## config.mk

```make
export PLATFORM = sky130hd
export DESIGN_NAME = multicycle_control_flat
export DESIGN_NICKNAME = d
export VERILOG_FILES = /design/src/rtl/multicycle_control_if.sv /design/src/rtl/multicycle_control.sv /design/src/flat_wrapper.sv
export SDC_FILE = /design/constraint.sdc
export NUM_CORES = 1
export LEC_CHECK = 0
export ABC_AREA = 1
export CORE_UTILIZATION = 45
export DETAILED_ROUTE_END_ITERATION = 6
export HOLD_SLACK_MARGIN = 0.15
export PLACE_DENSITY = 0.82
export SYNTH_ARGS = -nofsm -noshare
export SYNTH_HDL_FRONTEND = slang
export SYNTH_SLANG_ARGS = --single-unit
```

## constraint.sdc

```tcl
create_clock -name Clk -period 4 [get_ports Clk]
set_input_delay 1.2 -clock Clk [delete_from_list [all_inputs] [get_ports Clk]]
set_output_delay 1.2 -clock Clk [all_outputs]
set_load 0.02 [all_outputs]
```

## src/rtl/multicycle_control_if.sv

```systemverilog
// Control bundle between the multicycle controller (master) and the shared datapath (slave).
// Carries the IR opcode and memory-ready status in, and all mux selects and write enables out.
interface multicycle_control_if #(
   parameter int OP_W    = 6,
   parameter int ALUOP_W = 3,
   parameter int STATE_W = 4
);
   logic [OP_W-1:0]    Op;
   logic               MemReady;
   logic               PCWrite;
   logic               PCWriteCond;
   logic               BranchNE;
   logic               IorD;
   logic               MemRead;
   logic               MemWrite;
   logic               IRWrite;
   logic [1:0]         MemtoReg;
   logic [1:0]         RegDst;
   logic               RegWrite;
   logic               ALUSrcA;
   logic [1:0]         ALUSrcB;
   logic [ALUOP_W-1:0] ALUOp;
   logic [1:0]         PCSource;
   logic               Trap;
   logic [STATE_W-1:0] State;

   modport master (
      input  Op, MemReady,
      output PCWrite, PCWriteCond, BranchNE, IorD, MemRead, MemWrite, IRWrite,
             MemtoReg, RegDst, RegWrite, ALUSrcA, ALUSrcB, ALUOp, PCSource,
             Trap, State
   );

   modport slave (
      output Op, MemReady,
      input  PCWrite, PCWriteCond, BranchNE, IorD, MemRead, MemWrite, IRWrite,
             MemtoReg, RegDst, RegWrite, ALUSrcA, ALUSrcB, ALUOp, PCSource,
             Trap, State
   );
endinterface

```

## src/rtl/multicycle_control.sv

```systemverilog
// Multi-cycle MIPS controller: Moore FSM sequencing FETCH/DECODE/EXEC/MEM/WB with registered
// control outputs; only IRWrite/PCWrite in FETCH are gated combinationally by memory ready.
module multicycle_control #(
   parameter int OP_W          = 6,
   parameter int ALUOP_W       = 3,
   parameter int STATE_W       = 4,
   parameter bit MEM_HANDSHAKE = 1'b1
) (
   input  logic                 Clk,
   input  logic                 Reset_n,
   multicycle_control_if.master bus
);

   typedef enum logic [3:0] {
      S_FETCH  = 4'd0,
      S_DECODE = 4'd1,
      S_MEMADR = 4'd2,
      S_MEMRD  = 4'd3,
      S_MEMWB  = 4'd4,
      S_MEMWR  = 4'd5,
      S_EXEC_R = 4'd6,
      S_RWB    = 4'd7,
      S_BRANCH = 4'd8,
      S_JUMP   = 4'd9,
      S_EXEC_I = 4'd10,
      S_IWB    = 4'd11,
      S_TRAP   = 4'd12
   } state_t;

   typedef struct packed {
      logic       pcwrite;
      logic       pcwritecond;
      logic       branchne;
      logic       iord;
      logic       memread;
      logic       memwrite;
      logic [1:0] memtoreg;
      logic [1:0] regdst;
      logic       regwrite;
      logic       alusrca;
      logic [1:0] alusrcb;
      logic [2:0] aluop;
      logic [1:0] pcsource;
      logic       trap;
   } ctrl_t;

   localparam logic [OP_W-1:0] OP_RTYPE = OP_W'(0);
   localparam logic [OP_W-1:0] OP_J     = OP_W'(2);
   localparam logic [OP_W-1:0] OP_JAL   = OP_W'(3);
   localparam logic [OP_W-1:0] OP_BEQ   = OP_W'(4);
   localparam logic [OP_W-1:0] OP_BNE   = OP_W'(5);
   localparam logic [OP_W-1:0] OP_ADDI  = OP_W'(8);
   localparam logic [OP_W-1:0] OP_SLTI  = OP_W'(10);
   localparam logic [OP_W-1:0] OP_ANDI  = OP_W'(12);
   localparam logic [OP_W-1:0] OP_ORI   = OP_W'(13);
   localparam logic [OP_W-1:0] OP_LW    = OP_W'(35);
   localparam logic [OP_W-1:0] OP_SW    = OP_W'(43);

   localparam logic [2:0] ALU_ADD  = 3'd0;
   localparam logic [2:0] ALU_SUB  = 3'd1;
   localparam logic [2:0] ALU_FUNC = 3'd2;
   localparam logic [2:0] ALU_AND  = 3'd3;
   localparam logic [2:0] ALU_OR   = 3'd4;
   localparam logic [2:0] ALU_SLT  = 3'd5;

   state_t          st;
   state_t          nxt;
   logic [OP_W-1:0] op_q;
   logic [OP_W-1:0] op_nxt;
   ctrl_t           ctl_q;
   logic            rdy;
   logic            fetch_go;

   function automatic state_t decode_target(input logic [OP_W-1:0] op);
      state_t s;
      case (op)
         OP_RTYPE:                          s = S_EXEC_R;
         OP_LW, OP_SW:                      s = S_MEMADR;
         OP_BEQ, OP_BNE:                    s = S_BRANCH;
         OP_J, OP_JAL:                      s = S_JUMP;
         OP_ADDI, OP_SLTI, OP_ANDI, OP_ORI: s = S_EXEC_I;
         default:                           s = S_TRAP;
      endcase
      return s;
   endfunction

   // Control word for a state; op is the instruction's latched opcode.
   function automatic ctrl_t ctrl_for(input state_t s, input logic [OP_W-1:0] op);
      ctrl_t c;
      c = '0;
      case (s)
         S_FETCH: begin
            c.memread = 1'b1;
            c.alusrcb = 2'd1;
            c.aluop   = ALU_ADD;
         end
         S_DECODE: begin
            c.alusrcb = 2'd3;
            c.aluop   = ALU_ADD;
         end
         S_MEMADR: begin
            c.alusrca = 1'b1;
            c.alusrcb = 2'd2;
            c.aluop   = ALU_ADD;
         end
         S_MEMRD: begin
            c.memread = 1'b1;
            c.iord    = 1'b1;
         end
         S_MEMWB: begin
            c.regwrite = 1'b1;
            c.memtoreg = 2'd1;
            c.regdst   = 2'd0;
         end
         S_MEMWR: begin
            c.memwrite = 1'b1;
            c.iord     = 1'b1;
         end
         S_EXEC_R: begin
            c.alusrca = 1'b1;
            c.alusrcb = 2'd0;
            c.aluop   = ALU_FUNC;
         end
         S_RWB: begin
            c.regwrite = 1'b1;
            c.regdst   = 2'd1;
            c.memtoreg = 2'd0;
         end
         S_BRANCH: begin
            c.alusrca     = 1'b1;
            c.alusrcb     = 2'd0;
            c.aluop       = ALU_SUB;
            c.pcwritecond = 1'b1;
            c.pcsource    = 2'd1;
            c.branchne    = (op == OP_BNE);
         end
         S_JUMP: begin
            c.pcwrite  = 1'b1;
            c.pcsource = 2'd2;
            // jal links the PC+4 already written back during FETCH into $31
            if (op == OP_JAL) begin
               c.regwrite = 1'b1;
               c.regdst   = 2'd2;
               c.memtoreg = 2'd2;
            end
         end
         S_EXEC_I: begin
            c.alusrca = 1'b1;
            c.alusrcb = 2'd2;
            case (op)
               OP_SLTI: c.aluop = ALU_SLT;
               OP_ANDI: c.aluop = ALU_AND;
               OP_ORI:  c.aluop = ALU_OR;
               default: c.aluop = ALU_ADD;
            endcase
         end
         S_IWB: begin
            c.regwrite = 1'b1;
            c.regdst   = 2'd0;
            c.memtoreg = 2'd0;
         end
         S_TRAP: begin
            c.trap = 1'b1;
         end
         default: begin
            c = '0;
         end
      endcase
      return c;
   endfunction

   assign rdy = MEM_HANDSHAKE ? bus.MemReady : 1'b1;

   always_comb begin
      nxt    = S_FETCH;
      op_nxt = (st == S_DECODE) ? bus.Op : op_q;
      case (st)
         S_FETCH:  nxt = rdy ? S_DECODE : S_FETCH;
         S_DECODE: nxt = decode_target(bus.Op);
         S_MEMADR: nxt = (op_q == OP_SW) ? S_MEMWR : S_MEMRD;
         S_MEMRD:  nxt = rdy ? S_MEMWB : S_MEMRD;
         S_MEMWR:  nxt = rdy ? S_FETCH : S_MEMWR;
         S_EXEC_R: nxt = S_RWB;
         S_EXEC_I: nxt = S_IWB;
         default:  nxt = S_FETCH;
      endcase
   end

   // State, latched opcode and the next state's control word all update on the same edge,
   // so outputs are registered yet still reflect the current state.
   always_ff @(posedge Clk or negedge Reset_n) begin
      if (!Reset_n) begin
         st    <= S_FETCH;
         op_q  <= '0;
         ctl_q <= ctrl_for(S_FETCH, '0);
      end else begin
         st    <= nxt;
         op_q  <= op_nxt;
         ctl_q <= ctrl_for(nxt, op_nxt);
      end
   end

   // IR and PC+4 may only load once the fetch read has actually returned.
   assign fetch_go = (st == S_FETCH) && rdy;

   assign bus.PCWrite     = ctl_q.pcwrite | fetch_go;
   assign bus.IRWrite     = fetch_go;
   assign bus.PCWriteCond = ctl_q.pcwritecond;
   assign bus.BranchNE    = ctl_q.branchne;
   assign bus.IorD        = ctl_q.iord;
   assign bus.MemRead     = ctl_q.memread;
   assign bus.MemWrite    = ctl_q.memwrite;
   assign bus.MemtoReg    = ctl_q.memtoreg;
   assign bus.RegDst      = ctl_q.regdst;
   assign bus.RegWrite    = ctl_q.regwrite;
   assign bus.ALUSrcA     = ctl_q.alusrca;
   assign bus.ALUSrcB     = ctl_q.alusrcb;
   assign bus.ALUOp       = ALUOP_W'(ctl_q.aluop);
   assign bus.PCSource    = ctl_q.pcsource;
   assign bus.Trap        = ctl_q.trap;
   assign bus.State       = STATE_W'(st);

endmodule

```

## src/flat_wrapper.sv

```systemverilog
// flat-port wrapper written by rule: the top's interface ports become plain ports
module multicycle_control_flat 
#(
   parameter int OP_W          = 6,
   parameter int ALUOP_W       = 3,
   parameter int STATE_W       = 4,
   parameter bit MEM_HANDSHAKE = 1'b1
)
  (Clk, Reset_n, bus_Op, bus_MemReady, bus_PCWrite, bus_PCWriteCond, bus_BranchNE, bus_IorD, bus_MemRead, bus_MemWrite, bus_IRWrite, bus_MemtoReg, bus_RegDst, bus_RegWrite, bus_ALUSrcA, bus_ALUSrcB, bus_ALUOp, bus_PCSource, bus_Trap, bus_State);
  multicycle_control_if #(.OP_W(OP_W), .ALUOP_W(ALUOP_W), .STATE_W(STATE_W)) bus_i ();
  input  logic Clk;
  input  logic Reset_n;
  input wire logic [$bits(bus_i.Op)-1:0] bus_Op;
  input wire logic [$bits(bus_i.MemReady)-1:0] bus_MemReady;
  output wire logic [$bits(bus_i.PCWrite)-1:0] bus_PCWrite;
  output wire logic [$bits(bus_i.PCWriteCond)-1:0] bus_PCWriteCond;
  output wire logic [$bits(bus_i.BranchNE)-1:0] bus_BranchNE;
  output wire logic [$bits(bus_i.IorD)-1:0] bus_IorD;
  output wire logic [$bits(bus_i.MemRead)-1:0] bus_MemRead;
  output wire logic [$bits(bus_i.MemWrite)-1:0] bus_MemWrite;
  output wire logic [$bits(bus_i.IRWrite)-1:0] bus_IRWrite;
  output wire logic [$bits(bus_i.MemtoReg)-1:0] bus_MemtoReg;
  output wire logic [$bits(bus_i.RegDst)-1:0] bus_RegDst;
  output wire logic [$bits(bus_i.RegWrite)-1:0] bus_RegWrite;
  output wire logic [$bits(bus_i.ALUSrcA)-1:0] bus_ALUSrcA;
  output wire logic [$bits(bus_i.ALUSrcB)-1:0] bus_ALUSrcB;
  output wire logic [$bits(bus_i.ALUOp)-1:0] bus_ALUOp;
  output wire logic [$bits(bus_i.PCSource)-1:0] bus_PCSource;
  output wire logic [$bits(bus_i.Trap)-1:0] bus_Trap;
  output wire logic [$bits(bus_i.State)-1:0] bus_State;
  assign bus_i.Op = bus_Op;
  assign bus_i.MemReady = bus_MemReady;
  assign bus_PCWrite = bus_i.PCWrite;
  assign bus_PCWriteCond = bus_i.PCWriteCond;
  assign bus_BranchNE = bus_i.BranchNE;
  assign bus_IorD = bus_i.IorD;
  assign bus_MemRead = bus_i.MemRead;
  assign bus_MemWrite = bus_i.MemWrite;
  assign bus_IRWrite = bus_i.IRWrite;
  assign bus_MemtoReg = bus_i.MemtoReg;
  assign bus_RegDst = bus_i.RegDst;
  assign bus_RegWrite = bus_i.RegWrite;
  assign bus_ALUSrcA = bus_i.ALUSrcA;
  assign bus_ALUSrcB = bus_i.ALUSrcB;
  assign bus_ALUOp = bus_i.ALUOp;
  assign bus_PCSource = bus_i.PCSource;
  assign bus_Trap = bus_i.Trap;
  assign bus_State = bus_i.State;
  multicycle_control #(.OP_W(OP_W), .ALUOP_W(ALUOP_W), .STATE_W(STATE_W), .MEM_HANDSHAKE(MEM_HANDSHAKE)) u_core (.Clk(Clk), .Reset_n(Reset_n), .bus(bus_i));
endmodule
```

# == After elaboration in Yosys (flattened, before gate mapping) ==
# Index checks and enable logic that the tools add are counted.
# word_totals
register_bits,30
latchBits,0
ram_bits,0
mem_bits_ro,0
memories,0
# op_classes
add_sub_neg,0
multipliers,0
div,0
magnitude_cmp,0
n_eq_ne,34
shift,0
mux,19
bitwise,1
n_reduce_logical,11
# ops
op,count
== test 6 x 4 -> 1 bit (second input constant),7
case mux 5 bit (6 select lines),1
case mux 4 bit (7 select lines),1
== test 4 x 3 -> 1 bit (second input constant),6
== test 4 bit (second input constant),6
case mux 4 bit (5 select lines),1
case mux 5 bit (4 select lines),1
== test 6 x 2 -> 1 bit (second input constant),3
== test 6 x 3 -> 1 bit (second input constant),3
== test 6 bit (second input constant),3
== test 4 x 2 -> 1 bit (second input constant),4
OR reduction 2 bit,5
two-way mux 3 bit,3
case mux 3 bit (3 select lines),1
== test 4 x 1 -> 1 bit (second input constant),2
zero test 4 bit,2
OR reduction 4 bit,2
two-way mux 1 bit,7
zero test 6 bit,1
two-way mux 6 bit,1
two-way mux 5 bit,1
case mux 2 bit (2 select lines),1
two-way mux 2 bit,1
logical AND 1 bit,1
OR 1 bit,1

# == Depth between registers and ports, before layout ==
# logic_depth
depth_word,7
depth_mapped,12
ltp_nobuf,11

# == Worst setup path after synthesis ==
# OpenSTA, ideal clock, no wires.
# synth_path
path_type,input to output
from,input bus_MemReady
to,output bus_PCWrite
t_arrival_ps,1771
required_ps,2800
slack_ps,1029
stages,3
path_cell_list,nand4_1 -> inv_1 -> or2_2
# synth_via
elab_chain_cells,2
# synth_lines
item,line,rtl
start: declaration,flat_wrapper.sv:14,input wire logic [$bits(bus_i.MemReady)-1:0] bus_MemReady;
logical AND 1 bit,multicycle_control.sv:204,assign fetch_go = (st == S_FETCH) && rdy;
named net bus_IRWrite,flat_wrapper.sv:21,output wire logic [$bits(bus_i.IRWrite)-1:0] bus_IRWrite;
OR 1 bit,multicycle_control.sv:206,assign bus.PCWrite = ctl_q.pcwrite | fetch_go;
end: declaration,flat_wrapper.sv:15,output wire logic [$bits(bus_i.PCWrite)-1:0] bus_PCWrite;
# The timed path passes the listed nets, and every way through them passes these cells.

# == Final worst setup path ==
# layout_path
from,input bus_MemReady
to,output bus_PCWrite
# layout_via
elab_chain_cells,2
# layout_lines
item,line
logical AND 1 bit,multicycle_control.sv:204
OR 1 bit,multicycle_control.sv:206
# Every way passes these cells.

==> results by stage <==
Outcome:
- The run finished, with violations left.
- The final reports fail on DRC.

STA:
- Between clock sinks in the finished design, the worst skew comes to between 0.015 and 0.02 ns.
- The measured slew at the worst slew-check pin is roughly 0.34 ns.
- The number of hold-slack violations in the final timing report is 0.
- For this run, the top clock speed supported by timing is approximately 260 MHz.
- The final period demand of the worst path is 3.85 ns.
- The setup-violating endpoint count in the final report is 0.
- The sum of negative setup slack is 0 ns.
- The part of the cycle the worst path needs is 0.962.
- Setup repair after global routing left no endpoint under its margin.
- The worst slew margin relative to its limit is 0.774.
- The count of pins over their slew limit is 0.

Yosys:
- Each instance of the synthesized netlist takes up on average 7.85 sq um.
- Of the total synthesized cell area, the portion taken by AND, OR, NAND and NOR gates is 0.358.
- Of the total synthesized cell area, the portion taken by XOR and XNOR cells is 0.
- The synthesized area is 0.00141 sq mm.
- The synthesized-area fraction occupied by ao, oa, aoi and oai cells is 0.0561.
- The adder and majority cell fraction of the synthesized area is 0.
- The cell count after synthesis is between 150 and 200.
- The post-synthesis net count is 188.
- By area, the combinational part of the netlist is dominated by simple AND/OR/NAND/NOR gates.
- The number of distinct library cells after synthesis is 20.
- The share of the Yosys chip area taken by registers is 0.500.
- The count of warnings emitted by yosys is 0.
- The number of storage elements in the synthesis netlist is 28.
- After synthesis, the share of cell area in mux cells is 0.

Floorplanning:
- In this run the count of I/O pins placed on the die edge is 34.
- The floorplan die area is between 0.003 and 0.004 sq mm.
- The core outline area is 0.00285 sq mm.
- The initial standard-cell utilization of the core is 0.493.
- From bottom edge to top edge, the die measures between 50 and 60 um.
- The floorplan has 19 rows.
- The horizontal die dimension is 57.9 um.

Drt:
- Wires add up to between 2000 and 3000 um.
- The routed layout has approximately 1200 vias.
- The first TritonRoute pass finished after 7 iterations.
- The per-cell routed wire length is ~11 um.
- The post-route DRC violation count is 4.
- In this run, the number of DRC markers left after iteration 0 of detailed routing was between 50 and 60.
- Using the TritonRoute via totals, the vias-per-cell ratio works out to 4.90.
- The remaining antenna violation count is 0.

Clocking:
- The clock-pin slew on the worst setup and hold paths is 0.16 ns.
- The number of buffers created by CTS is 3.
- The level count of the clock H-tree is 1.
- The clock passes through at most 2 buffers.
- The CTS sink count is 28.
- The post-cts resize count is 0.
- The clock tree from TritonCTS is done.
- The worst-skew pair later-pin latency is ~0.33 ns.
- The post-CTS setup repair buffer count is 0.
- After clock tree synthesis, the flow added hold-fix buffers numbering 0.
- The cell sitting at the root of the clock tree is a clkbuf_4.

Placed design:
- The count of input and output buffers is 33.
- Summing all placed instances gives a cell area of roughly 0.0018 sq mm.
- The half-perimeter wire length after detailed placement is around 2100 um.
- Routability-driven placement finished with a final weighted congestion of 0.852.

Power and ir drop:
- Dividing total power by cell area gives a power density of 698 mW/mm^2.
- The leakage power figure is roughly 0.98 nW.
- Across the VDD grid, the largest voltage drop is 297 uV.

Finish:
- Of the cells placed in the final design, the portion with a size suffix greater than 1 is 0.121.
- From synthesis to final layout, the design area changed by 29.2%.
- With fillers left out, the area of the finished cells amounts to 0.00182 sq mm.
- The number of antenna diodes in the final layout is 0.
- The count of nets after finishing is ~230.
- The layout filler cell count is 257.

Run:
- The number of violations of the max-capacitance limit is 0.

Min path:
- The type of the tightest min-delay check is reg -> reg.

Global route:
- The overall routing resource usage is 0.179.
- The global-route wire length before repair is 4680 um.
- The global-route congestion overflow total is 0.
- The via count of the first global-routing pass is about 1100.
- The initial antenna violation count is 0.
- Entering global routing, the biggest net connects 29 pins.

Critical path:
- The maximum fanout count along the critical path is 3.
- The critical path is of the in -> out type.
- STA classifies the critical path endpoint as a primary output.
- At the worst endpoint, the required time is 2.80 ns.
- STA classifies the critical path startpoint as an input port.
- Data arrives at the worst endpoint at between 2 and 3 ns.
## synth_stat cells, drive strengths merged
| master | n | area, sq um |
|---|---|---|
| nand2 | 50 | 198 |
| nor2 | 35 | 174 |
| inv | 27 | 101 |
| dfrtp | 26 | 651 |
| nand3 | 20 | 100 |
| o21ai | 11 | 73.8 |
| nand4 | 3 | 18.8 |
| buf | 2 | 18.8 |
| dfstp | 2 | 52.6 |
| a21oi | 1 | 5.00 |
| and2 | 1 | 6.26 |
| or2 | 1 | 6.26 |
## power breakdown
part | switching (W) | internal [W] | leakage [nW]
clock | 0.0000821 | 0.000101 | 0.0279
sequential | 0.0000500 | 0.000373 | 0.368
combinational | 0.000415 | 0.000246 | 0.588
total | 0.000547 | 0.000720 | 0.984
## layer usage
metal	routed length, um	vias to the layer above	global-route usage
met5	0	-	0
met2	1310	30	0.322
met3	98	4	0.0290
met1	1180	551	0.225
met4	36	0	0.0442
li1	-	621	-
## state kept, by name, indices dropped and copies added (netlist names)
name and count:
u_core.bus.ALUSrcB 2, u_core.op_q 6, u_core.bus.ALUSrcA 1, u_core.bus.ALUOp 3, u_core.bus.Trap 1, u_core.bus.BranchNE 1
u_core.bus.PCWriteCond 1, u_core.bus.MemRead 1, u_core.bus.State 4, u_core.bus.MemtoReg 2, u_core.bus.IorD 1, u_core.bus.RegWrite 1
u_core.bus.MemWrite 1, u_core.bus.RegDst 1, u_core.bus.PCSource 2
## logic make-up (layout without fill, tap and decap cells)
group,count (synthesis),count (layout)
DFF,28,28
and+or+nand+nor,110,110
AOI/OAI and AO/OA,12,12
buffers and inverters,29,65
## worst max-delay path: stages
cell             delay [ns]
clkdlybuf4s50_1        0.44
nand4_1                0.15
inv_1                  0.07
or2_2                  0.26
clkdlybuf4s50_1        0.53
## per-stage QoR
| step | total power (W) | cells | util | hold WS [ns] | setup slack [ns] |
|---|---|---|---|---|---|
| floorplan | 0.000895 | 179 | - | 0.496 | 1.03 |
| global placement | 0.00108 | 242 | 0.618 | 0.518 | 0.171 |
| detailed placement | 0.00109 | 242 | 0.618 | 0.523 | 0.158 |
| CTS | 0.00128 | 246 | 0.636 | 0.558 | 0.152 |
| global route | 0.00138 | 246 | 0.636 | 0.601 | 0.0828 |
| finish | 0.00127 | 246 | 0.636 | 0.556 | 0.154 |
## final timing paths
kind                                          start               endpoint  slack, ns  cells after the start
worst max-delay path                   bus_MemReady            bus_PCWrite       0.15                      5
worst min-delay path                 u_core.op_q[5]         u_core.op_q[5]       0.56                      2
worst max register to register  u_core.bus.State[1]     u_core.bus.ALUSrcA       2.39                      9
worst min register to register       u_core.op_q[5]         u_core.op_q[5]       0.56                      2
max in group asynchronous                   Reset_n  u_core.bus.ALUSrcB[0]       2.47                      2
min in group asynchronous                   Reset_n    u_core.bus.RegWrite       1.21                      2
## layout make-up
type	instances	area, sq um	area share
flip-flops and latches	28	703	0.387
repair buffers	34	338	0.186
clock inverters	1	30.0	0.0165
multi-input cells	122	582	0.320
well taps	31	38.8	0.0214
inverters	27	101	0.0558
clock buffers	3	22.5	0.0124
## cells in the final DEF, fill, tap and decap left out, types with 2 or more instances in the layout
cell type	n
o21ai_0	3
nand3_1	20
dfstp_2	2
o21ai_1	3
nand4_1	3
nor2_2	2
inv_2	4
clkbuf_4	3
dfrtp_1	26
o21ai_2	5
clkdlybuf4s50_1	33
inv_1	23
nand2_1	48
nor2_4	5
nor2_1	28
No activity file was read; power rests on OpenSTA's default activity.
==> RTL edit 1: new RTL, config.mk and constraints unchanged <==
`MEM_HANDSHAKE` is set to 1'b1 in 2 places; all go to 1'b0.
--- a/src/rtl/multicycle_control.sv
+++ b/src/rtl/multicycle_control.sv
@@ -4,7 +4,7 @@
    parameter int OP_W          = 6,
    parameter int ALUOP_W       = 3,
    parameter int STATE_W       = 4,
-   parameter bit MEM_HANDSHAKE = 1'b1
+   parameter bit MEM_HANDSHAKE = 1'b0
 ) (
    input  logic                 Clk,
    input  logic                 Reset_n,
--- a/src/flat_wrapper.sv
+++ b/src/flat_wrapper.sv
@@ -4,7 +4,7 @@
    parameter int OP_W          = 6,
    parameter int ALUOP_W       = 3,
    parameter int STATE_W       = 4,
-   parameter bit MEM_HANDSHAKE = 1'b1
+   parameter bit MEM_HANDSHAKE = 1'b0
 )
   (Clk, Reset_n, bus_Op, bus_MemReady, bus_PCWrite, bus_PCWriteCond, bus_BranchNE, bus_IorD, bus_MemRead, bus_MemWrite, bus_IRWrite, bus_MemtoReg, bus_RegDst, bus_RegWrite, bus_ALUSrcA, bus_ALUSrcB, bus_ALUOp, bus_PCSource, bus_Trap, bus_State);
   multicycle_control_if #(.OP_W(OP_W), .ALUOP_W(ALUOP_W), .STATE_W(STATE_W)) bus_i ();
Check against the original RTL: not equivalent (a bounded check fails within 4 cycles, from zero or initial values and one cycle with Reset_n low).
==> RTL edit 1 against the unedited design <==
- first-iteration DRC count decreased by 80%
- setup slack improved by 0.56 ns
- synthesized cell count down 5.6%
- sequential cell count unchanged
- routed wire length shrank 6.4%
- area after synthesis increased by 3.9%
- non-clock buffer count down 1
- design area down 1.9%
- cell count is 3.3% lower
- total power fell by 2.0%
==> RTL edit 1: results (changes against the unedited design) <==
GRT
  • GR Util met3: 3.08% (was 2.90%)
  • First-pass GRT wire length: 4.14 mm (was 4.68 mm)
  • Met2 Usage GRT: 28.2% (was 32.2%)
  • GRT Resource Usage Total: 16.0% (was 17.9%)
  • GR Layer Usage met1: 19.6% (was 22.5%)
  • Vias in the first global route: 982 (was 1134)

Cells and area
  • Seq area share: 39.5% (was 38.7%)
  • CLK BUF: 4 (was 3)
  • Layout cells sized above 1: 21.1% (was 12.1%)
  • ClkCell Share: 2.04% (was 2.89%)
  • Final instance area: 0.00178 sq mm (was 0.00182 sq mm)
  • Inverters excl. clock: 30 (was 27)
  • Seq_cells: 28 (unchanged)
  • Fin util: 57.9% (was 63.6%)
  • Fin cells: 238 (was 246)
  • Max reg flops: 6 (unchanged)
  • Fillers: 291 (was 257)
  • Multi-In Gates: 99 (was 122)
  • Layout non-clock buf frac: 18.4% (was 18.6%)
  • Non-clock buffers: 33 (was 34)

Route
  • Final wirelength: 2.45 mm (was 2.62 mm)
  • Via count: 1083 (was 1206)
  • Met2 WL post-DR: 1.23 mm (was 1.31 mm)
  • DR pass1 iterations: 4 (was 7)
  • WL met3: 118 um (was 98 um)
  • Met1 WL: 1.07 mm (was 1.18 mm)

Logic synthesis
  • Distinct cell type count after synthesis: 25 (was 20)
  • Top post-synthesis cells by count: nand2_1 (31), dfrtp_1 (26), inv_1 (26), nor2_1 (17), buf_4 (11) (was nand2_1 (48), nor2_1 (28), dfrtp_1 (26), inv_1 (23), nand3_1 (20))
  • Compound-Gate Fraction of Synth Area: 6.94% (was 5.61%)
  • Top post-synthesis cells by area: dfrtp_1 (45%), nand2_1 (8.0%), inv_1 (6.7%) (was dfrtp_1 (46%), nand2_1 (13%), nor2_1 (7.5%))
  • Synthesized netlist cell count: 169 (was 179)
  • Synthesized Nets: 178 (was 188)
  • Register area share after synthesis: 48.2% (was 50.0%)

Power and ir drop
  • Largest vdd supply drop: 0.259 mV (was 0.297 mV)
  • Final Power: 1.24 mW (was 1.27 mW)
  • Clk network pwr share: 10.6% (was 14.5%)
  • P_seq: 427 uW (was 423 uW)
  • Internal: 696 uW (was 720 uW)
  • Pleak: 0.946 nW (was 0.984 nW)

Status
  • Status: finished, final reports clean (was finished with violations)

Placement
  • Placed Area: 0.00175 sq mm (was 0.00176 sq mm)
  • Pre-CTS setup slack: 1.07 ns (was 0.158 ns)
  • DP Cell Count: 234 (was 242)
  • DP Wirelength: 1.98 mm (was 2.07 mm)
  • Gp weighted congestion: 0.884 (was 0.852)
  • Port Buf Inserts: 32 (was 33)

Critical path
  • Largest stage delay, worst path: 0.59 ns (was 0.53 ns)
  • Crit Path Max Fanout: 4 (was 3)
  • CP max-delay cell: clkdlybuf4s50_1 (unchanged)
  • Critical Path AT: 2.09 ns (was 2.65 ns)

CTS
  • Cts bufs inserted: 3 (unchanged)
  • Setup Buffers After CTS: 0 (unchanged)
  • Reg clk slew, reported paths: 0.14 ns (was 0.16 ns)

Timing
  • Measured slew at the worst slew-check pin: 0.349 ns (was 0.339 ns)
  • Worst clock skew: 0.00789 ns (was 0.0153 ns)
## RTL edit 1: worst paths after layout
| check | startpoint | to | slack (ns) | cells past startpoint |
|---|---|---|---|---|
| max | u_core.bus.State[2]$_DFF_PN0_ | bus_PCWrite | 0.71 | 5 |
| min | u_core.op_q[1]$_DFF_PN0_ | u_core.op_q[1]$_DFF_PN0_ | 0.57 | 2 |
| max reg2reg | u_core.bus.State[2]$_DFF_PN0_ | u_core.bus.ALUSrcA$_DFF_PN0_ | 2.34 | 8 |
| min reg2reg | u_core.op_q[1]$_DFF_PN0_ | u_core.op_q[1]$_DFF_PN0_ | 0.57 | 2 |
| max in group asynchronous | Reset_n | u_core.bus.ALUSrcB[0]$_DFF_PN1_ | 2.45 | 2 |
| min in group asynchronous | Reset_n | u_core.bus.MemtoReg[0]$_DFF_PN0_ | 1.23 | 2 |
==> RTL edit 2: new RTL, same flow settings <==
Without the edit above. Make the reset (`Reset_n`) synchronous in one clocked block.
--- a/src/rtl/multicycle_control.sv
+++ b/src/rtl/multicycle_control.sv
@@ -188,7 +188,7 @@
 
    // State, latched opcode and the next state's control word all update on the same edge,
    // so outputs are registered yet still reflect the current state.
-   always_ff @(posedge Clk or negedge Reset_n) begin
+   always_ff @(posedge Clk) begin
       if (!Reset_n) begin
          st    <= S_FETCH;
          op_q  <= '0;
Function: differs if Reset_n is asserted again (counterexample within 4 cycles, from zero or initial values and one cycle with Reset_n low); with Reset_n held inactive, the same outputs for 10 cycles.
==> RTL edit 2 against the unedited design <==
- area after synthesis is 3.9% higher
- routed wire length is 7.1% higher
- first-iteration DRC count is 24% lower
- design area is 1.6% higher
- sequential cell count is 1 higher
- register-to-register slack worse by 0.09 ns
- setup slack worse by 0.019 ns
- via count is 10% higher
Power is not compared: it rests on default switching activity, and its combinational part moved more than twofold at a synthesized area within 25%.
==> RTL edit 2: results (changes against the unedited design) <==
Status
  • Status: finished, final reports clean (was finished with violations)

Logic synthesis
  • Synthesized netlist cell count: 211 (was 179)
  • Most frequent cell after synthesis: nor2_1 (was nand2_1)
  • Top post-synthesis cells by area: dfxtp_1 (40%), nor2_1 (12%), nand2_1 (11%) (was dfrtp_1 (46%), nand2_1 (13%), nor2_1 (7.5%))
  • Distinct cell type count after synthesis: 25 (was 20)
  • Asr flop ratio synth: 0% (was 100%)

Cells and area
  • Fin util: 59.9% (was 63.6%)
  • Nets: 248 (was 225)
  • Layout cells sized above 1: 11.3% (was 12.1%)
  • Fin cells: 284 (was 246)

Timing
  • WHS: 0.550 ns (was 0.556 ns)
  • Measured slew at the worst slew-check pin: 0.520 ns (was 0.339 ns)

Route
  • # DRC: 0 (was 4)
  • WL per Instance: 9.88 um (was 10.7 um)
  • DR pass1 iterations: 4 (was 7)
  • Vias/cell: 4.68 (was 4.90)

GRT
  • GRT Resource Usage Total: 18.8% (was 17.9%)
  • Vias in the first global route: 1182 (was 1134)
  • First-pass GRT wire length: 4.86 mm (was 4.68 mm)
  • Pin count of the biggest net entering global routing: 18 (was 29)

Critical path
  • Critical Path AT: 2.67 ns (was 2.65 ns)
  • Reg2Reg Setup Slack: 2.30 ns (was 2.39 ns)
  • Crit Path Max Fanout: 4 (was 3)

Placement
  • Gp weighted congestion: 0.854 (was 0.852)
  • DP Wirelength: 2.21 mm (was 2.07 mm)
  • Placed Area: 0.00176 sq mm (about the same)

CTS
  • Cts bufs inserted: 5 (was 3)
  • Reg clk slew, reported paths: 0.08 ns (was 0.16 ns)
RTL edit 2: changes by cell type after synthesis, moves of 4 or more:
cell / change
o21ai_1: +4
nor2_1: +19
buf_4: +10
dfrtp_1: -26
nand3_1: -8
dfxtp_1: +29
nand4_1: +5
o21ai_2: -4
nand2_1: -4
RTL edit 2: through the flow:
stage | setup slack [ns] | total power [mW]
2_1_floorplan | 1.06 | 0.444
5_1_grt | 0.0694 | 0.778
6_report | 0.135 | 0.735
4_1_cts | 0.127 | 0.743
3_3_place_gp | 0.177 | 0.494
3_5_place_dp | 0.135 | 0.496
RTL edit 2: layout make-up:
type                            instances  area, sq um
Sequential cell                        29          581
Clock buffer                            7         55.1
Timing Repair Buffer                   33          330
Inverter                               27          101
Clock inverter                          1         30.0
Fill cell                             304         1230
Multi-Input combinational cell        143          692
Tap cell                               44         55.1
RTL edit 2: cell families (layout without fill, tap and decap cells):
| family | after synthesis | after routing | synth area share, % |
|---|---|---|---|
| simple gates | 129 | 129 | 41.4 |
| buf+inv | 39 | 68 | 12.9 |
| compound gates | 14 | 14 | 6.00 |
| flops | 29 | 29 | 39.8 |
RTL edit 2: path summary, 6_finish.rpt:
kind | to | start | depth (start not counted)
setup reg to reg | u_core.bus.RegWrite$_SDFF_PN0_ | u_core.bus.State[0]$_SDFF_PN0_ | 10
setup / recovery | bus_PCWrite | bus_MemReady | 5
hold reg to reg | u_core.op_q[0]$_SDFF_PN0_ | u_core.op_q[0]$_SDFF_PN0_ | 2
hold / removal | u_core.op_q[0]$_SDFF_PN0_ | u_core.op_q[0]$_SDFF_PN0_ | 2
RTL edit 2: where the power goes:
part / internal [mW] / switching (mW) / total, mW
registers: 0.307 / 0.00897 / 0.315
clock network: 0.149 / 0.0966 / 0.246
logic: 0.0656 / 0.109 / 0.174
total: 0.521 / 0.214 / 0.735
RTL edit 2: worst max-delay path, stage by stage:
cell             delay (ns)
clkdlybuf4s50_1        0.47
nand4_1                0.14
inv_1                  0.06
or2_2                  0.26
clkdlybuf4s50_1        0.53
RTL edit 2: layer usage:
metal  share of wire (%)  track usage [%]
met5                   0                0
met4                 3.6             9.86
met3                 3.9             5.71
met2                  48             31.5
met1                  44             21.5
